**config.mk**
```make
export PLATFORM = sky130hd
export DESIGN_NAME = instr_encoder_loader
export DESIGN_NICKNAME = d
export VERILOG_FILES = /design/src/rtl/instr_encoder_loader.sv
export SDC_FILE = /design/constraint.sdc
export NUM_CORES = 1
export LEC_CHECK = 0
export BUFFER_PORTS_ARGS = -buffer_cell sky130_fd_sc_hd__buf_2
export CAP_MARGIN = 20
export CORE_AREA = 5 5 90 92
export CTS_BUF_LIST = sky130_fd_sc_hd__clkbuf_4 sky130_fd_sc_hd__clkbuf_8
export DETAILED_ROUTE_END_ITERATION = 12
export DIE_AREA = 0 0 95 97
export RECOVER_POWER = 50
export SLEW_MARGIN = 20
export SYNTH_ARGS = -nofsm -noshare
export SYNTH_HDL_FRONTEND = slang
export SYNTH_SLANG_ARGS = --single-unit
export TNS_END_PERCENT = 30
```
**constraint.sdc**
```tcl
create_clock -name clk -period 1.45 [get_ports clk]
set_clock_uncertainty 0.1 [all_clocks]
set_input_delay 0.435 -clock clk [delete_from_list [all_inputs] [get_ports clk]]
set_output_delay 0.435 -clock clk [all_outputs]
set_load 0.02 [all_outputs]
```
**src/rtl/instr_encoder_loader.sv**
```systemverilog
// instr_encoder_loader
//   Packs instruction fields into 32-bit ARM words and writes them one after
//   another into instruction memory, starting at word 0. Once DEPTH words have
//   been written the loader parks in FULL until reset.
//
// Ports
//   clk, rst            clock; synchronous active-high reset
//   in_valid/in_ready   field-set handshake (accept = in_valid & in_ready)
//   kind                00 data-proc, 01 memory, 10 branch, 11 illegal
//   cond,funct,i_bit,   instruction fields (see encoder below)
//   s_bit,r_w,rd,rn,
//   rm,imm
//   mem_we/addr/wdata   instruction-memory write port
//   count               words written since reset
//   full                all DEPTH words written
//   err                 one-cycle pulse after an illegal kind is rejected
module instr_encoder_loader #(
  parameter int unsigned DEPTH  = 64,
  parameter int unsigned ADDR_W = $clog2(DEPTH)
) (
  input  logic              clk,
  input  logic              rst,
  input  logic              in_valid,
  output logic              in_ready,
  input  logic [1:0]        kind,
  input  logic [3:0]        cond,
  input  logic [3:0]        funct,
  input  logic              i_bit,
  input  logic              s_bit,
  input  logic              r_w,
  input  logic [3:0]        rd,
  input  logic [3:0]        rn,
  input  logic [3:0]        rm,
  input  logic [23:0]       imm,
  output logic              mem_we,
  output logic [ADDR_W-1:0] mem_addr,
  output logic [31:0]       mem_wdata,
  output logic [ADDR_W:0]   count,
  output logic              full,
  output logic              err
);

  typedef enum logic [1:0] {
    IDLE  = 2'd0,
    WRITE = 2'd1,
    FULL  = 2'd2
  } state_t;

  localparam logic [1:0] KIND_DP  = 2'b00;
  localparam logic [1:0] KIND_MEM = 2'b01;
  localparam logic [1:0] KIND_BR  = 2'b10;

  state_t            state, state_nxt;
  logic [ADDR_W-1:0] wptr;
  logic [ADDR_W:0]   cnt;
  logic [31:0]       word_q;
  logic [31:0]       enc_word;
  logic              err_q;
  logic              accept;
  logic              last_slot;

  // Field encoder; only the fields belonging to the selected kind reach the word.
  always_comb begin
    enc_word = '0;
    case (kind)
      KIND_DP:  enc_word = {cond, 2'b00, i_bit, funct, s_bit, rn, rd,
                            i_bit ? imm[11:0] : {8'h00, rm}};
      KIND_MEM: enc_word = {cond, 2'b01, i_bit, funct, r_w, rn, rd,
                            i_bit ? {8'h00, rm} : imm[11:0]};
      KIND_BR:  enc_word = {cond, 3'b101, s_bit, imm[23:0]};
      default:  enc_word = '0;
    endcase
  end

  assign accept    = in_valid && in_ready;
  assign last_slot = (wptr == ADDR_W'(DEPTH - 1));

  always_comb begin
    state_nxt = state;
    case (state)
      IDLE:    if (accept && (kind != 2'b11)) state_nxt = WRITE;
      WRITE:   state_nxt = last_slot ? FULL : IDLE;
      FULL:    state_nxt = FULL;
      default: state_nxt = IDLE;
    endcase
  end

  always_ff @(posedge clk) begin
    if (rst) begin
      state  <= IDLE;
      wptr   <= '0;
      cnt    <= '0;
      word_q <= '0;
      err_q  <= 1'b0;
    end else begin
      state <= state_nxt;
      err_q <= accept && (kind == 2'b11);
      if (accept && (kind != 2'b11))
        word_q <= enc_word;
      if (state == WRITE) begin
        cnt <= cnt + 1'b1;
        // Pointer saturates on the final slot; FULL prevents any further write.
        if (!last_slot)
          wptr <= wptr + 1'b1;
      end
    end
  end

  // Gating with rst keeps the handshake closed and suppresses a write that
  // coincides with reset, without waiting for the state register to clear.
  assign in_ready  = (state == IDLE)  && !rst;
  assign mem_we    = (state == WRITE) && !rst;
  assign full      = (state == FULL)  && !rst;
  assign mem_addr  = wptr;
  assign mem_wdata = word_q;
  assign count     = cnt;
  assign err       = err_q;

endmodule
```
==> results.yml, run 1 <==
status:
  run_status: "complete, but fails checks"
  violations: "negative setup slack"
sta:
  hold_slack_ps: 265
  fin_crit_ps: 1670
  relSlewSlack_pct: 74.8
  finalSetupViolCount: 10
  period_share_pct: 115
  setup_ws_ps: -218
  finalHoldViolCount: 0
  max_slew.worst_pin.slew_ps: 378
  slew_viol_final: 0
  rsz0062_at_grt: "yes"
  setup_tns_ps: -677
  fmax_mhz: 600
layout:
  final_layout_size_suffix_gt1_share_pct: 49.4
  n_antenna_cell: 0
  final_util_pct: 45.1
  area_growth_pct: 58.7
  fin_nets: 410
power:
  p_clk_share_pct: 29.5
  p_switching_mw: 0.789
  internal-power_mw: 2.01
  ir_drop_v: 0.000370
  power_density_mw_per_mm2: 869
  p_total_mw: 2.79
  p_seq_share_pct: 50.2
  p_comb_share_pct: 20.3
  leakage_nw: 1.40
  swShare_pct: 28.2
global_routing:
  grt_pass1_vias: 2081
  grt_antenna_before_repair: 0
  grt_max_degree: 35
  grt_first_pass_wirelength_mm: 9.92
  grt-ovfl-total: 0
  grt_usage_pct: 13.4
logic_synthesis:
  seq_area_frac_synth_pct: 47.4
  synth.avg_cell_area_um2: 8.69
  ys_seq_elements: 48
  netlist_instances: 233
  yosys.cell_count.top_type: "dfxtp_1"
  synth_common_cells: "48 x dfxtp_1, 35 x nor2_1, 21 x nand2_1"
  synth-edff-count: 0
  ys.flop_type: "dfxtp_1"
  synth_top_cell_area_share_pct: 47.4
  synth_area_mm2: 0.00203
  synth_area_leaders: "dfxtp_1 47%, nor2_1 6.5%, a221oi_1 4.8%, a211oi_1 4.1%, a21oi_1 4.0%"
  synth_top_area_cell: "dfxtp_1"
  yosysWarnings: 0
  syn_nets: 287
  ys_types: 35
  synthArstFlopShare_pct: 0
floorplanning:
  fp.dieW_um: 95
  core-area_mm2: 0.00714
  ios: 101
  die_area_mm2: 0.00922
  die_h_um: 97
  initial_utilization_pct: 28.4
  rows: 31
route:
  antenna_left: 0
  viasPerCell: 4.70
  num_vias: 2137
  first_iter_violations: 42
  drcViolationCount: 0
  wl_per_cell_um: 13.7
  drt_pass1_iterations: 4
  drt-total-wl_mm: 6.22
placement:
  place_congestion: 0.755
  dp_hpwl_mm: 4.66
  portBuffers: 100
setup_path:
  crit_path_end_kind: "primary output"
  crit_type: "reg -> out"
  crit_chain: "and2b_2 > nor2b_4 > buf_6"
  critPathArrivalTime_ps: 1130
  worst_path_largest_cell_delay_ps: 380
  cp_slowest_cell: "dfxtp_4"
  critPathRequiredTime_ps: 920
  worstPathMaxFanout: 4
  startpoint_type: "flop"
clock_network:
  clockBufferDepth: 2
  clock_sinks: 48
  cts_tree: "built"
  clk_pin_slew_ps: 90
  root_buffer: "clkbuf_8"
  clock_latency_ps: 300
  cts_buffers: 5
  cts.htree.levels: 2
run:
  cap_violations: 0
worst_hold_path:
  hold_path.class: "in -> reg"
==> power by group through the flow <==
stage | Clock, mW | Sequential (mW) | Combinational, mW
final | 0.826 | 1.40 | 0.567
after global routing | 0.925 | 1.41 | 0.620
after CTS | 0.871 | 1.40 | 0.549
after detailed placement | 0 | 1.43 | 0.513
after global placement | 0 | 1.43 | 0.507
after floorplan | 0 | 1.50 | 0.205
==> through the flow <==
stage	instance area, um2	std cells	worst slack [ps]
2_1_floorplan	2080	233	-60.1
3_5_place_dp	2880	445	-197
3_3_place_gp	2880	445	-165
4_1_cts	3110	454	-236
6_report	3220	455	-218
5_1_grt	3220	455	-279
==> state kept, by name (all words and copies together), names as in the netlist <==
signal,cells
state,2
mem_addr,6
err,1
count,7
mem_wdata,32
==> what timing repair did <==
item	4_1_cts	5_1_grt
endpoints found under the setup margin	13	39
gates resized for setup	33	24
pin swaps	3	9
hold buffers	0	0
buffers inserted	2	1
==> worst max-delay path, delay by kind of cell, from the launching register on <==
kind | cells | cell delay [ps]
buffers and inverters | 1 | 120
DFF | 1 | 380
and+or+nand+nor | 2 | 340
==> kinds of logic after synthesis <==
kind of cell,after synthesis,synth area share [%]
xor gates and xnor gates,9,3.89
buffers and inverters,19,4.32
AOI/OAI and AO/OA,43,14.6
DFF,48,47.4
muxes,2,0.988
adders and majority gates,2,1.24
and+or+nand+nor,110,27.5
==> layer usage <==
layer  track usage [%]  up-vias  routed length, um
met5                 0        -                  0
met4              4.00        0                 70
met3              4.11        6                464
met2              22.8       57               3170
met1              16.0      988               2520
li1                  -     1086                  -
==> cell type report <==
cell class                 instances  area (um2)
clock buffer                       6        82.6
tap                               99         124
timing repair buffer             131         845
clock inverter                     1        8.76
fill                             749        3920
inverter                           4        27.5
multi-input combinational        166        1140
sequential                        48         983
==> path summary, 6_finish.rpt <==
kind / start / endpoint / slack [ps] / depth (start not counted)
max: state[1] / mem_we / -220 / 3
min: cond[0] / mem_wdata[28] / 260 / 3
max reg2reg: state[1] / mem_wdata[27] / -60 / 5
min reg2reg: mem_wdata[8] / mem_wdata[8] / 360 / 2
==> placed cells by master (no fill, tap or decap), types with 2 or more instances in the layout <==
master,Yosys,layout
nor2_4,0,2
dfxtp_4,0,4
a211oi_2,0,2
dfxtp_2,0,6
clkbuf_8,0,6
mux2i_1,2,2
nor2_1,35,33
and4_1,2,2
nand2_1,21,21
a221oi_2,0,10
and3_1,2,2
nor4bb_1,4,4
nor3_1,16,16
buf_6,0,11
a21oi_1,16,13
dfxtp_1,48,38
inv_1,3,3
buf_2,3,70
a21oi_2,0,3
xor2_1,7,6
nand4_1,7,7
clkbuf_2,0,22
buf_12,0,4
xnor2_1,2,2
a211oi_1,11,9
nor3b_1,5,4
buf_4,3,24
nand3_1,11,11
Note: power is estimated with default switching activity, not from simulation.
==> run 2, diff against run 1 <==
==> constraint.sdc (replaced) <==
create_clock -name clk -period 1.8 [get_ports clk]
set_clock_uncertainty 0.1 [all_clocks]
set_input_delay 0.54 -clock clk [delete_from_list [all_inputs] [get_ports clk]]
set_output_delay 0.54 -clock clk [all_outputs]
set_load 0.02 [all_outputs]
==> run 2 against run 1 <==
Net effect:
- the flow now finishes without violations
- total power shrank 24%
- routed wire length shrank 8.0%
- first-iteration DRC count grew 50%
- worst setup slack gained 240 ps
- largest cell class unchanged
==> results.yml, run 2 (synthesis results as in run 1) <==
route:
  drcViolationCount: 0
  first_iter_violations: 63
  num_vias: 2013
  antenna_left: 0
  drt-total-wl_mm: 5.72
  drt_pass1_iterations: 4
  wl_per_cell_um: 13.1
  viasPerCell: 4.60
floorplanning:
  core-area_mm2: 0.00714
  rows: 31
  initial_utilization_pct: 28.4
  ios: 101
  die_h_um: 97
  die_area_mm2: 0.00922
  fp.dieW_um: 95
worst_hold_path:
  whs_path_depth: 2
  min_to: "mem_wdata[6]"
  hold_path.class: "reg -> reg"
  hold_start: "mem_wdata[6]"
clock_network:
  clock_latency_ps: 300
  cts_tree: "built"
  clockBufferDepth: 2
  cts_buffers: 5
  clock_sinks: 48
  ctsHoldBuffers: 0
  root_buffer: "clkbuf_8"
  cts.htree.levels: 2
  clk_pin_slew_ps: 90
setup_path:
  reg2reg_slack_ps: 200
  critPathRequiredTime_ps: 1160
  crit_type: "reg -> out"
  ff2ff_path_depth: 6
  critPathArrivalTime_ps: 1140
  worstPathMaxFanout: 5
  crit_path_end_kind: "primary output"
  r2r-start: "state[1]"
  r2r_end: "mem_wdata[24]"
  startpoint_type: "flop"
sta:
  fmax_mhz: 563
  finalSetupViolCount: 0
  rsz0062_at_grt: "yes"
  period_share_pct: 98.7
  setup_tns_ps: 0
  max_slew.worst_pin.slew_ps: 335
  relSlewSlack_pct: 77.6
  slew_viol_final: 0
  fin_crit_ps: 1780
  finalHoldViolCount: 0
placement:
  dp_hpwl_mm: 4.31
  dp_cells: 430
  place_congestion: 0.779
  portBuffers: 100
power:
  p_seq_share_pct: 53.5
  ir_drop_v: 0.000316
  internal-power_mw: 1.52
  power_density_mw_per_mm2: 763
  p_comb_share_pct: 17.2
  leakage_nw: 1.14
  p_switching_mw: 0.596
  p_clk_share_pct: 29.3
  swShare_pct: 28.2
layout:
  final_cell_mix: "72 x buf_2, 46 x dfxtp_1, 35 x nor2_1, 27 x clkbuf_1, 21 x nand2_1"
  final.fill_count: 753
  fin_cells: 438
  n_antenna_cell: 0
  seq_area_um2: 963
  final_layout_size_suffix_gt1_share_pct: 29.8
  fin_nets: 393
  area_growth_pct: 36.9
  layout_commonest_cell: "buf_2"
  multiInputGateArea_um2: 985
  largest_register_ff_count: 32
global_routing:
  grt_pass1_vias: 1938
  grt_usage_pct: 12.3
  grt_first_pass_wirelength_mm: 9.09
  grt_max_degree: 23
  grt-ovfl-total: 0
  grt_antenna_before_repair: 0
run:
  cap_violations: 0
status:
  run_status: "finished, final reports clean"
run 2: power by group through the flow:
stage	clock, mW	combinational [mW]	sequential [mW]
floorplan	0	0.154	1.21
global placement	0	0.370	1.16
detailed placement	0	0.371	1.16
CTS	0.662	0.377	1.13
global route	0.709	0.402	1.14
finish	0.620	0.363	1.13
run 2: timing repair:
action	in CTS	in global routing
gates resized for setup	6	0
setup buffers	1	0
setup endpoints to repair	3	3
run 2: metrics by stage:
step / hold slack (ps) / power (mW) / util, % / area, um2 / setup WS [ps]
floorplan: 389 / 1.36 / - / 2030 / 5.35
global placement: 341 / 1.53 / 37.9 / 2710 / 43.1
detailed placement: 345 / 1.53 / 37.9 / 2710 / -0.621
CTS: 352 / 2.17 / 39.4 / 2810 / 3.39
global route: 348 / 2.25 / 38.8 / 2770 / -29.5
finish: 357 / 2.11 / 38.8 / 2770 / 24.0
run 2: critical path, cell delays in order, from the launching register on:
cell     delay [ps]
dfxtp_2         350
and2b_1         200
nor2b_4         160
buf_6           120
run 2: per-layer routing:
layer  part of all wire, %  wire (um)  track usage [%]  up-vias
met2                    45       2600             19.9       65
met5                     0          0                0        -
met1                    45       2600             15.1      894
li1                      -          -                -     1049
met3                   8.1        466             4.73        5
met4                  0.93         53             3.33        0
run 2: how the worst max path moves through the flow:
stage | end | cells past startpoint | startpoint
3_5_place_dp | mem_wdata[14] | 6 | rst
4_1_cts | mem_we | 3 | state[1]
2_1_floorplan | mem_we | 3 | state[0]
5_1_grt | mem_we | 3 | state[1]
3_3_place_gp | in_ready | 3 | rst
6_report | mem_we | 3 | state[1]
run 2: area by class of cell:
| type | count | share of cell area, % |
|---|---|---|
| flip-flops and latches | 48 | 34.7 |
| well taps | 99 | 4.47 |
| repair buffers | 114 | 21.8 |
| inverters | 4 | 0.587 |
| clock buffers | 5 | 2.48 |
| multi-input cells | 166 | 35.5 |
| clock inverters | 2 | 0.451 |
==> run 3, diff against run 2 <==
--- a/config.mk
+++ b/config.mk
@@ -11,6 +11,7 @@
 export CTS_BUF_LIST = sky130_fd_sc_hd__clkbuf_4 sky130_fd_sc_hd__clkbuf_8
 export DETAILED_ROUTE_END_ITERATION = 12
 export DIE_AREA = 0 0 95 97
+export MAX_ROUTING_LAYER = met4
 export RECOVER_POWER = 50
 export SLEW_MARGIN = 20
 export SYNTH_ARGS = -nofsm -noshare
==> constraint.sdc (replaced) <==
create_clock -name clk -period 1.7 [get_ports clk]
set_clock_uncertainty 0.1 [all_clocks]
set_input_delay 0.51 -clock clk [delete_from_list [all_inputs] [get_ports clk]]
set_output_delay 0.51 -clock clk [all_outputs]
set_load 0.02 [all_outputs]
==> run 3 against run 2 <==
Net effect:
- the run now ends with negative setup slack left
- first-iteration DRC count decreased by 29%
- final area increased by 4.2%
- core utilization increased by 1.6 points
- hold slack got worse by 15 ps
- sequential share of layout area decreased by 1.3 points
- largest power group unchanged
- highest routed layer unchanged
==> results.yml, run 3 (synthesis results as in run 1) <==
global_routing:
  grt_antenna_before_repair: 0
  grt-ovfl-total: 0
  grt_usage_pct: 13.5
  grt_pass1_vias: 2036
  grt_max_degree: 16
  grt_first_pass_wirelength_mm: 9.72
run:
  cap_violations: 0
status:
  violations: "negative setup slack"
  run_status: "complete, but fails checks"
route:
  wl_per_cell_um: 13.7
  drt-total-wl_mm: 6.08
  drt_pass1_iterations: 4
  num_vias: 2084
  drcViolationCount: 0
  first_iter_violations: 45
  viasPerCell: 4.68
  antenna_left: 0
layout:
  fin_cells: 445
  multiInputGateArea_um2: 996
  fin_nets: 399
  n_antenna_cell: 0
  final_util_pct: 40.5
  final.fill_count: 792
  final_cell_mix: "65 x buf_2, 46 x dfxtp_1, 35 x nor2_1, 32 x clkbuf_1, 21 x nand2_1"
  layout_commonest_cell: "buf_2"
  seq_area_um2: 966
  largest_register_ff_count: 32
  final_layout_size_suffix_gt1_share_pct: 30.1
  area_growth_pct: 42.6
sta:
  fin_crit_ps: 1740
  finalHoldViolCount: 0
  setup_tns_ps: -46.8
  finalSetupViolCount: 2
  relSlewSlack_pct: 77.6
  rsz0062_at_grt: "yes"
  max_slew.worst_pin.slew_ps: 333
  setup_ws_ps: -39.1
  slew_viol_final: 0
  period_share_pct: 102
  fmax_mhz: 575
floorplanning:
  rows: 31
  initial_utilization_pct: 28.4
  core-area_mm2: 0.00714
  fp.dieW_um: 95
  ios: 101
  die_h_um: 97
  die_area_mm2: 0.00922
setup_path:
  crit_chain: "and2b_1 > nor2b_4 > buf_6"
  startpoint_type: "flop"
  reg2reg_slack_ps: 70
  crit_type: "reg -> out"
  worstPathMaxFanout: 4
  critPathArrivalTime_ps: 1130
  cp_top_family: "flip-flops"
  worst_path_largest_cell_delay_ps: 370
  cp_slowest_cell: "dfxtp_4"
  crit_path_end_kind: "primary output"
  critPathRequiredTime_ps: 1090
  path_buf_inv: 1
clock_network:
  clockBufferDepth: 2
  cts_buffers: 5
  cts_tree: "built"
  root_buffer: "clkbuf_8"
  cts.htree.levels: 2
  clk_pin_slew_ps: 90
  clock_sinks: 48
  clock_latency_ps: 290
power:
  ir_drop_v: 0.000336
  power_density_mw_per_mm2: 867
  leakage_nw: 1.18
worst_hold_path:
  hold_path.class: "in -> reg"
placement:
  dp_cells: 436
  place_congestion: 0.746
  portBuffers: 100
  dp_hpwl_mm: 4.65
==> run 3: cell types whose count changed in the layout (fill, tap and decap cells not counted), moves of 2 or more <==
cell / previous run / this run
buf_4: 12 / 16
clkbuf_8: 5 / 7
buf_2: 72 / 65
clkbuf_1: 27 / 32
==> run 3: area by class of cell <==
cell class / count / share of cell area (%)
Tap cell: 99 / 4.29
Sequential cell: 48 / 33.4
Timing Repair Buffer: 120 / 22.9
Clock buffer: 7 / 3.33
Inverter: 4 / 0.563
Clock inverter: 1 / 1.04
Multi-Input combinational cell: 166 / 34.5
==> run 3: path summary, 6_finish.rpt <==
path | from | endpoint | cells after the start
worst min-delay path | cond[0] | mem_wdata[28] | 3
worst min register to register | mem_wdata[6] | mem_wdata[6] | 2
worst max-delay path | state[1] | mem_we | 3
worst max register to register | state[1] | mem_wdata[18] | 6
==> run 3: worst reg2reg max path: stages, from the launching register on <==
cell and delay [ps]:
dfxtp_4 370, nor3_4 220, nand3_2 150, clkinvlp_2 240, buf_4 220, nor2_1 50, nor3_1 190
==> run 3: per-stage QoR <==
| step | area (um2) | setup slack (ps) | hold slack (ps) | total power [mW] |
|---|---|---|---|---|
| 3_5_place_dp | 2770 | -61.9 | 344 | 1.64 |
| 6_report | 2890 | -39.1 | 342 | 2.51 |
| 4_1_cts | 2930 | -62.8 | 327 | 2.56 |
| 3_3_place_gp | 2770 | -31.6 | 339 | 1.64 |
| 5_1_grt | 2890 | -106 | 325 | 2.64 |
| 2_1_floorplan | 2040 | -17.7 | 411 | 1.44 |
==> run 3: metal layers <==
layer  GRT usage (%)  vias up  share of wire (%)
li1                -     1063                  -
met1            16.8      951                 44
met3            3.10       10                6.4
met2            21.3       60                 48
met4            4.55        0                1.8
met5               -        -                  0
==> run 3: where the power goes <==
part | internal, mW | switching, mW
logic | 0.173 | 0.235
registers | 1.17 | 0.0288
clock network | 0.519 | 0.380
==> run 3: timing repair <==
action                     in CTS  in global routing
buffers inserted                1                  0
setup endpoints to repair       3                  3
hold endpoints to repair        0                  0
resized for setup               7                  2
hold buffers                    0                  0
